**src/rtl/led_seq_ctrl.sv**
```systemverilog
// led_seq_ctrl: timed 4-LED pattern sequencer (BLINK/CHASE/BOUNCE/BINARY), N passes or free-run.
// All outputs registered, one step every tickMax cycles; no backpressure, i_stop aborts on the next edge.
module led_seq_ctrl #(
    parameter int CNT_W = 32
) (
    input  logic             clk,
    input  logic             rst,
    input  logic             i_start,
    input  logic             i_stop,
    input  logic [1:0]       i_mode,
    input  logic [CNT_W-1:0] i_tickMax,
    input  logic [7:0]       i_passes,
    output logic [3:0]       o_led,
    output logic             o_tick,
    output logic             o_busy,
    output logic             o_done
);

    typedef enum logic [1:0] {
        ST_IDLE = 2'd0,
        ST_RUN  = 2'd1,
        ST_DONE = 2'd2
    } state_t;

    localparam logic [1:0] MODE_BLINK  = 2'd0;
    localparam logic [1:0] MODE_CHASE  = 2'd1;
    localparam logic [1:0] MODE_BOUNCE = 2'd2;
    localparam logic [1:0] MODE_BINARY = 2'd3;

    localparam logic [CNT_W-1:0] CNT_ZERO = '0;
    localparam logic [CNT_W-1:0] CNT_ONE  = {{(CNT_W-1){1'b0}}, 1'b1};

    state_t           state_q,    state_d;
    logic [1:0]       mode_q,     mode_d;
    logic [CNT_W-1:0] tick_max_q, tick_max_d;
    logic [7:0]       passes_q,   passes_d;
    logic [CNT_W-1:0] tick_cnt_q, tick_cnt_d;
    logic [7:0]       pass_cnt_q, pass_cnt_d;
    logic [3:0]       step_q,     step_d;
    logic [3:0]       led_q,      led_d;
    logic             tick_q,     tick_d;

    logic [7:0]       pass_inc;
    logic [3:0]       step_inc;
    logic             step_now;

    // LED value for a given position within one pass of the selected pattern.
    function automatic logic [3:0] pattern_at(input logic [1:0] mode, input logic [3:0] idx);
        logic [3:0] pat;
        pat = 4'b0000;
        case (mode)
            MODE_BLINK:  pat = (idx == 4'd0) ? 4'b1111 : 4'b0000;
            MODE_CHASE:  pat = 4'b0001 << idx[1:0];
            MODE_BOUNCE: begin
                case (idx)
                    4'd0:    pat = 4'b0001;
                    4'd1:    pat = 4'b0010;
                    4'd2:    pat = 4'b0100;
                    4'd3:    pat = 4'b1000;
                    4'd4:    pat = 4'b0100;
                    default: pat = 4'b0010;
                endcase
            end
            MODE_BINARY: pat = idx;
            default:     pat = 4'b0000;
        endcase
        return pat;
    endfunction

    // Index of the final step in a pass; stepping past it wraps to the start pattern.
    function automatic logic [3:0] last_step(input logic [1:0] mode);
        logic [3:0] last;
        last = 4'd0;
        case (mode)
            MODE_BLINK:  last = 4'd1;
            MODE_CHASE:  last = 4'd3;
            MODE_BOUNCE: last = 4'd5;
            MODE_BINARY: last = 4'd15;
            default:     last = 4'd0;
        endcase
        return last;
    endfunction

    assign pass_inc = pass_cnt_q + 8'd1;
    assign step_inc = step_q + 4'd1;
    assign step_now = (tick_cnt_q == (tick_max_q - CNT_ONE));

    always_comb begin
        state_d    = state_q;
        mode_d     = mode_q;
        tick_max_d = tick_max_q;
        passes_d   = passes_q;
        tick_cnt_d = tick_cnt_q;
        pass_cnt_d = pass_cnt_q;
        step_d     = step_q;
        led_d      = led_q;
        tick_d     = 1'b0;

        case (state_q)
            ST_IDLE: begin
                led_d = 4'b0000;
                if (i_start && !i_stop) begin
                    state_d    = ST_RUN;
                    mode_d     = i_mode;
                    // A zero period is stored as one so the step compare never underflows.
                    tick_max_d = (i_tickMax == CNT_ZERO) ? CNT_ONE : i_tickMax;
                    passes_d   = i_passes;
                    tick_cnt_d = CNT_ZERO;
                    pass_cnt_d = 8'd0;
                    step_d     = 4'd0;
                    led_d      = pattern_at(i_mode, 4'd0);
                end
            end

            ST_RUN: begin
                if (i_stop) begin
                    state_d = ST_IDLE;
                    led_d   = 4'b0000;
                end else if (step_now) begin
                    tick_cnt_d = CNT_ZERO;
                    tick_d     = 1'b1;
                    if (step_q == last_step(mode_q)) begin
                        step_d     = 4'd0;
                        pass_cnt_d = pass_inc;
                        if ((passes_q != 8'd0) && (pass_inc == passes_q)) begin
                            state_d = ST_DONE;
                            led_d   = 4'b0000;
                        end else begin
                            led_d   = pattern_at(mode_q, 4'd0);
                        end
                    end else begin
                        step_d = step_inc;
                        led_d  = pattern_at(mode_q, step_inc);
                    end
                end else begin
                    tick_cnt_d = tick_cnt_q + CNT_ONE;
                end
            end

            ST_DONE: begin
                state_d = ST_IDLE;
                led_d   = 4'b0000;
            end

            default: begin
                state_d = ST_IDLE;
                led_d   = 4'b0000;
            end
        endcase
    end

    always_ff @(posedge clk) begin
        if (rst) begin
            state_q    <= ST_IDLE;
            mode_q     <= 2'd0;
            tick_max_q <= CNT_ONE;
            passes_q   <= 8'd0;
            tick_cnt_q <= CNT_ZERO;
            pass_cnt_q <= 8'd0;
            step_q     <= 4'd0;
            led_q      <= 4'b0000;
            tick_q     <= 1'b0;
        end else begin
            state_q    <= state_d;
            mode_q     <= mode_d;
            tick_max_q <= tick_max_d;
            passes_q   <= passes_d;
            tick_cnt_q <= tick_cnt_d;
            pass_cnt_q <= pass_cnt_d;
            step_q     <= step_d;
            led_q      <= led_d;
            tick_q     <= tick_d;
        end
    end

    assign o_led  = led_q;
    assign o_tick = tick_q;
    assign o_busy = (state_q == ST_RUN);
    assign o_done = (state_q == ST_DONE);

endmodule

```
**config.mk**
```make
export PLATFORM = sky130hd
export DESIGN_NAME = led_seq_ctrl
export DESIGN_NICKNAME = d
export VERILOG_FILES = /design/src/rtl/led_seq_ctrl.sv
export SDC_FILE = /design/constraint.sdc
export NUM_CORES = 1
export LEC_CHECK = 0
export CELL_PAD_IN_SITES_DETAIL_PLACEMENT = 2
export CELL_PAD_IN_SITES_GLOBAL_PLACEMENT = 2
export CORE_MARGIN = 4
export CORE_UTILIZATION = 31
export CTS_CLUSTER_DIAMETER = 40
export DETAILED_ROUTE_END_ITERATION = 8
export PLACE_DENSITY_LB_ADDON = 0.08
export SLEW_MARGIN = 20
export SYNTH_ARGS = -nofsm -noshare
export SYNTH_HDL_FRONTEND = slang
export SYNTH_SLANG_ARGS = --single-unit
export TNS_END_PERCENT = 10
```
**constraint.sdc**
```tcl
create_clock -name clk -period 3.35 [get_ports clk]
set_clock_uncertainty 0.15 [all_clocks]
set_input_delay 0.67 -clock clk [delete_from_list [all_inputs] [get_ports clk]]
set_output_delay 0.67 -clock clk [all_outputs]
set_load 0.01 [all_outputs]
```
==> impl_metrics.xml <==
<?xml version="1.0" encoding="UTF-8"?>
<metrics>
  <group name="floorplanning">
    <metric name="die_y" unit="um">145.6</metric>
    <metric name="dieArea" unit="um^2">21210</metric>
    <metric name="placementRows" unit="">50</metric>
    <metric name="die_w" unit="um">145.6</metric>
    <metric name="ios" unit="">53</metric>
    <metric name="design.core.area" unit="um^2">18640</metric>
    <metric name="initial_utilization" unit="">0.3150</metric>
  </group>
  <group name="timing">
    <metric name="finalSetupViolations" unit="">0</metric>
    <metric name="report.final.hold_viol_count" unit="">0</metric>
    <metric name="timing.final.crit_period" unit="ps">3285</metric>
    <metric name="period_share" unit="">0.9805</metric>
    <metric name="finalMaxSlewViolations" unit="">0</metric>
    <metric name="final.setup.worst_slack" unit="ps">65.30</metric>
    <metric name="rsz_0062_raised_after_global_routing" unit="">yes</metric>
    <metric name="fmaxAchievable" unit="GHz">0.3044</metric>
    <metric name="worst_slew_margin_relative_to_its_limit" unit="">0.4152</metric>
    <metric name="worst_pin_slew" unit="ps">868.0</metric>
    <metric name="setup_total_negative_slack" unit="ps">0</metric>
  </group>
  <group name="route">
    <metric name="viasPerCell" unit="">5.596</metric>
    <metric name="initialDrtViolationCount" unit="">251</metric>
    <metric name="drt-wirelength-per-cell" unit="um">20.41</metric>
    <metric name="total_number_of_vias" unit="">5988</metric>
    <metric name="firstDrtPassIters" unit="">5</metric>
    <metric name="drc_errors" unit="">0</metric>
    <metric name="ant_nets" unit="">0</metric>
    <metric name="finalWirelength" unit="um">21840</metric>
  </group>
  <group name="clocking">
    <metric name="clock_path_buffers" unit="">2</metric>
    <metric name="cts_inserted_buffers" unit="">9</metric>
    <metric name="htreeDepth" unit="">3</metric>
    <metric name="clock_latency_on_the_worst_skew_pair" unit="ps">350</metric>
    <metric name="cts.clk_slew.worst_paths" unit="ps">70</metric>
    <metric name="holdBufCountCts" unit="">0</metric>
    <metric name="clock-root-buffer" unit="">sky130_fd_sc_hd__clkbuf_16</metric>
    <metric name="clock_sink_count" unit="">93</metric>
    <metric name="clock_tree_from_tritoncts" unit="">built</metric>
  </group>
  <group name="logic_synthesis">
    <metric name="post_synth.cell_area_avg" unit="um^2">7.840</metric>
    <metric name="post-synth-top-area-cell" unit="">sky130_fd_sc_hd__dfxtp_1</metric>
    <metric name="synth_common_cells" unit="">sky130_fd_sc_hd__nand2_1, sky130_fd_sc_hd__dfxtp_1, sky130_fd_sc_hd__a21oi_1, sky130_fd_sc_hd__xnor2_1, sky130_fd_sc_hd__clkbuf_1</metric>
    <metric name="ffs_latches_synth" unit="">93</metric>
    <metric name="syn-instance-count" unit="">749</metric>
    <metric name="net_count_after_synthesis" unit="">803</metric>
    <metric name="count_of_cell_types_in_the_netlist" unit="">79</metric>
    <metric name="yosys_warnings" unit="">0</metric>
    <metric name="syn-cell-area" unit="um^2">5872</metric>
    <metric name="async_reset_ff_frac" unit="">0</metric>
    <metric name="synth-edff-count" unit="">0</metric>
    <metric name="synth_most_common_cell" unit="">sky130_fd_sc_hd__nand2_1</metric>
    <metric name="synth.top_cells.by_area" unit="">sky130_fd_sc_hd__dfxtp_1, sky130_fd_sc_hd__nand2_1, sky130_fd_sc_hd__xnor2_1, sky130_fd_sc_hd__a21oi_1, sky130_fd_sc_hd__xor2_1</metric>
    <metric name="netlist.area_leader.share" unit="">0.3171</metric>
    <metric name="postSynth.topFlopCell" unit="">sky130_fd_sc_hd__dfxtp_1</metric>
    <metric name="synth.yosys.seq_area_share" unit="">0.3171</metric>
  </group>
  <group name="worst_hold_path">
    <metric name="hp-start" unit="">o_led[2]</metric>
    <metric name="worst_hold_path.endpoint" unit="">o_led[2]</metric>
    <metric name="hold_path_class" unit="">reg2reg</metric>
    <metric name="whs_path_depth" unit="">2</metric>
  </group>
  <group name="grt">
    <metric name="grt_first_pass_wirelength" unit="um">35610</metric>
    <metric name="grt.overflow.total" unit="">0</metric>
    <metric name="grtUsageTotal" unit="">0.2048</metric>
    <metric name="largest_net_degree_at_the_start_of_global_routing" unit="">51</metric>
    <metric name="first_global_vias" unit="">6672</metric>
    <metric name="antenna_found_initial" unit="">0</metric>
  </group>
  <group name="finish">
    <metric name="diodes" unit="">0</metric>
    <metric name="multi_input_combinational_cell_area" unit="um^2">3897</metric>
    <metric name="syn2layout_area_growth" unit="%">26.08</metric>
    <metric name="final_layout_size_suffix_gt1_frac" unit="">0.1459</metric>
    <metric name="sequential_cell_area" unit="um^2">1862</metric>
    <metric name="nFillCells" unit="">2126</metric>
    <metric name="final_nets" unit="">885</metric>
  </group>
  <group name="worst_setup_path">
    <metric name="reg2reg_to" unit="">pass_cnt_q[6]</metric>
    <metric name="worst-endpoint-required" unit="ps">3450</metric>
    <metric name="critPathLaunchType" unit="">flop</metric>
    <metric name="r2r_slack" unit="ps">70</metric>
    <metric name="ff2ff_path_depth" unit="">11</metric>
    <metric name="r2r_start" unit="">tick_max_q[1]</metric>
    <metric name="critical-path-slowest-cell" unit="">sky130_fd_sc_hd__or4_4</metric>
    <metric name="critical-path-max-stage-delay" unit="ps">590</metric>
    <metric name="critical-path-top-delay-family" unit="">compound AO/OA/AOI/OAI gates</metric>
    <metric name="cp.depth" unit="">11</metric>
    <metric name="cp_data_arrival_time" unit="ps">3390</metric>
    <metric name="timing.critical_path.cells" unit="">inv_1 &gt; ha_4 &gt; nor3b_2 &gt; buf_4 &gt; nand4_4 &gt; or4_4 &gt; a2111oi_2 &gt; o2111ai_2 &gt; nand3b_4 &gt; o311a_4 &gt; a32o_1</metric>
    <metric name="criticalPathCategory" unit="">reg2reg</metric>
    <metric name="critPathCaptureType" unit="">flop</metric>
    <metric name="worstPathBufferInverterCount" unit="">2</metric>
    <metric name="crit_path_max_fanout" unit="">8</metric>
  </group>
  <group name="flow_run">
    <metric name="drv.max_cap_violation_count" unit="">0</metric>
  </group>
  <group name="pwr">
    <metric name="leakagePower" unit="nW">2.707</metric>
    <metric name="vdd.ir_drop.worst" unit="mV">0.2403</metric>
    <metric name="power_per_cell_area" unit="nW/um^2">367.2</metric>
    <metric name="design_power_total" unit="mW">2.718</metric>
  </group>
  <group name="placed_design">
    <metric name="rd_place_congestion" unit="">0.8823</metric>
    <metric name="place.detailed.hpwl" unit="um">16800</metric>
    <metric name="worst_setup_slack_post_dpl" unit="ps">-221.9</metric>
    <metric name="port-buffer-count" unit="">52</metric>
  </group>
  <group name="status">
    <metric name="status" unit="">finished clean</metric>
  </group>
</metrics>
[layout make-up]
type                       count  area share
timing repair buffer         117      0.1377
tap                          234     0.03955
inverter                      14    0.007098
multi-input combinational    596      0.5264
clock buffer                  12     0.03329
clock inverter                 4    0.004394
sequential                    93      0.2515
[worst max path at each step]
stage | startpoint | end | slack (ps)
finish | tick_max_q[1] | pass_cnt_q[6] | 70
floorplan | tick_max_q[0] | tick_cnt_q[2] | 80
global route | tick_max_q[1] | pass_cnt_q[4] | -30
global placement | tick_max_q[0] | o_led[0] | -20
CTS | tick_max_q[1] | pass_cnt_q[4] | 5
detailed placement | tick_max_q[0] | pass_cnt_q[4] | -220
[kinds of logic after synthesis]
group	after synthesis	synth area share
buf+inv	60	0.04602
fa+ha+maj	8	0.01705
simple gates	332	0.2987
mux	11	0.01896
xor+xnor	66	0.1008
flops	93	0.3171
compound gates	179	0.2014
[what timing repair did]
action	in CTS	in global routing
pin swaps	4	4
endpoints found under the setup margin	47	47
hold endpoints to repair	0	0
setup buffers	1	4
gates resized for setup	9	18
[worst register-to-register path, delay by kind of cell (launching register included)]
kind | cells | cell delay, ps
compound gates | 4 | 1180
fa+ha+maj | 1 | 150
buf+inv | 2 | 240
flops | 1 | 310
simple gates | 4 | 1150
[registers in the layout, summed over array words and instances (netlist names)]
signal	cells
pass_cnt_q	8
o_tick	1
passes_q	8
o_led	4
state_q	2
mode_q	2
tick_cnt_q	32
tick_max_q	32
step_q	4
[report_power, final]
group / switching, mW / total (mW) / internal [mW]
Clock: 0.470 / 1.00 / 0.529
Sequential: 0.0343 / 1.17 / 1.13
Combinational: 0.298 / 0.552 / 0.254
Total: 0.803 / 2.72 / 1.92
[stage by stage]
step           utilization  cells  cell area, um^2  hold WS (ps)
2_1_floorplan            -    749             5872         298.1
3_3_place_gp        0.3723   1049             6940         318.3
3_5_place_dp        0.3723   1049             6940         327.2
4_1_cts             0.3898   1066             7267         336.4
5_1_grt             0.3971   1070             7403         361.8
6_report            0.3971   1070             7403         328.7
[cells in the final DEF, fill, tap and decap left out, types with 4 or more instances in the layout]
cell type,count
sky130_fd_sc_hd__dfxtp_1,93
sky130_fd_sc_hd__nor2b_1,6
sky130_fd_sc_hd__nor3_1,14
sky130_fd_sc_hd__a31oi_1,21
sky130_fd_sc_hd__a21o_1,5
sky130_fd_sc_hd__ha_1,7
sky130_fd_sc_hd__mux2i_1,10
sky130_fd_sc_hd__o211ai_1,4
sky130_fd_sc_hd__xnor2_1,44
sky130_fd_sc_hd__xor2_1,21
sky130_fd_sc_hd__clkdlybuf4s50_1,51
sky130_fd_sc_hd__nand4b_1,5
sky130_fd_sc_hd__and3_1,13
sky130_fd_sc_hd__a22o_1,12
sky130_fd_sc_hd__clkbuf_16,9
sky130_fd_sc_hd__or3_1,12
sky130_fd_sc_hd__nor2_1,34
sky130_fd_sc_hd__o21ai_1,5
sky130_fd_sc_hd__buf_4,63
sky130_fd_sc_hd__a21oi_1,72
sky130_fd_sc_hd__a32o_1,4
sky130_fd_sc_hd__nand4_1,14
sky130_fd_sc_hd__inv_1,13
sky130_fd_sc_hd__nand3_1,30
sky130_fd_sc_hd__nand2b_1,12
sky130_fd_sc_hd__nor4_1,21
sky130_fd_sc_hd__o21ai_0,15
sky130_fd_sc_hd__nand2_1,129
[routing by layer]
layer  track usage  part of all wire  vias up
li1              -                 -     2882
met1        0.2562              0.45     3021
met2        0.3720              0.51       62
met3       0.02803             0.024       23
met4       0.04938             0.017        0
met5             0                 0        -
(Power assumes the default switching activity.)
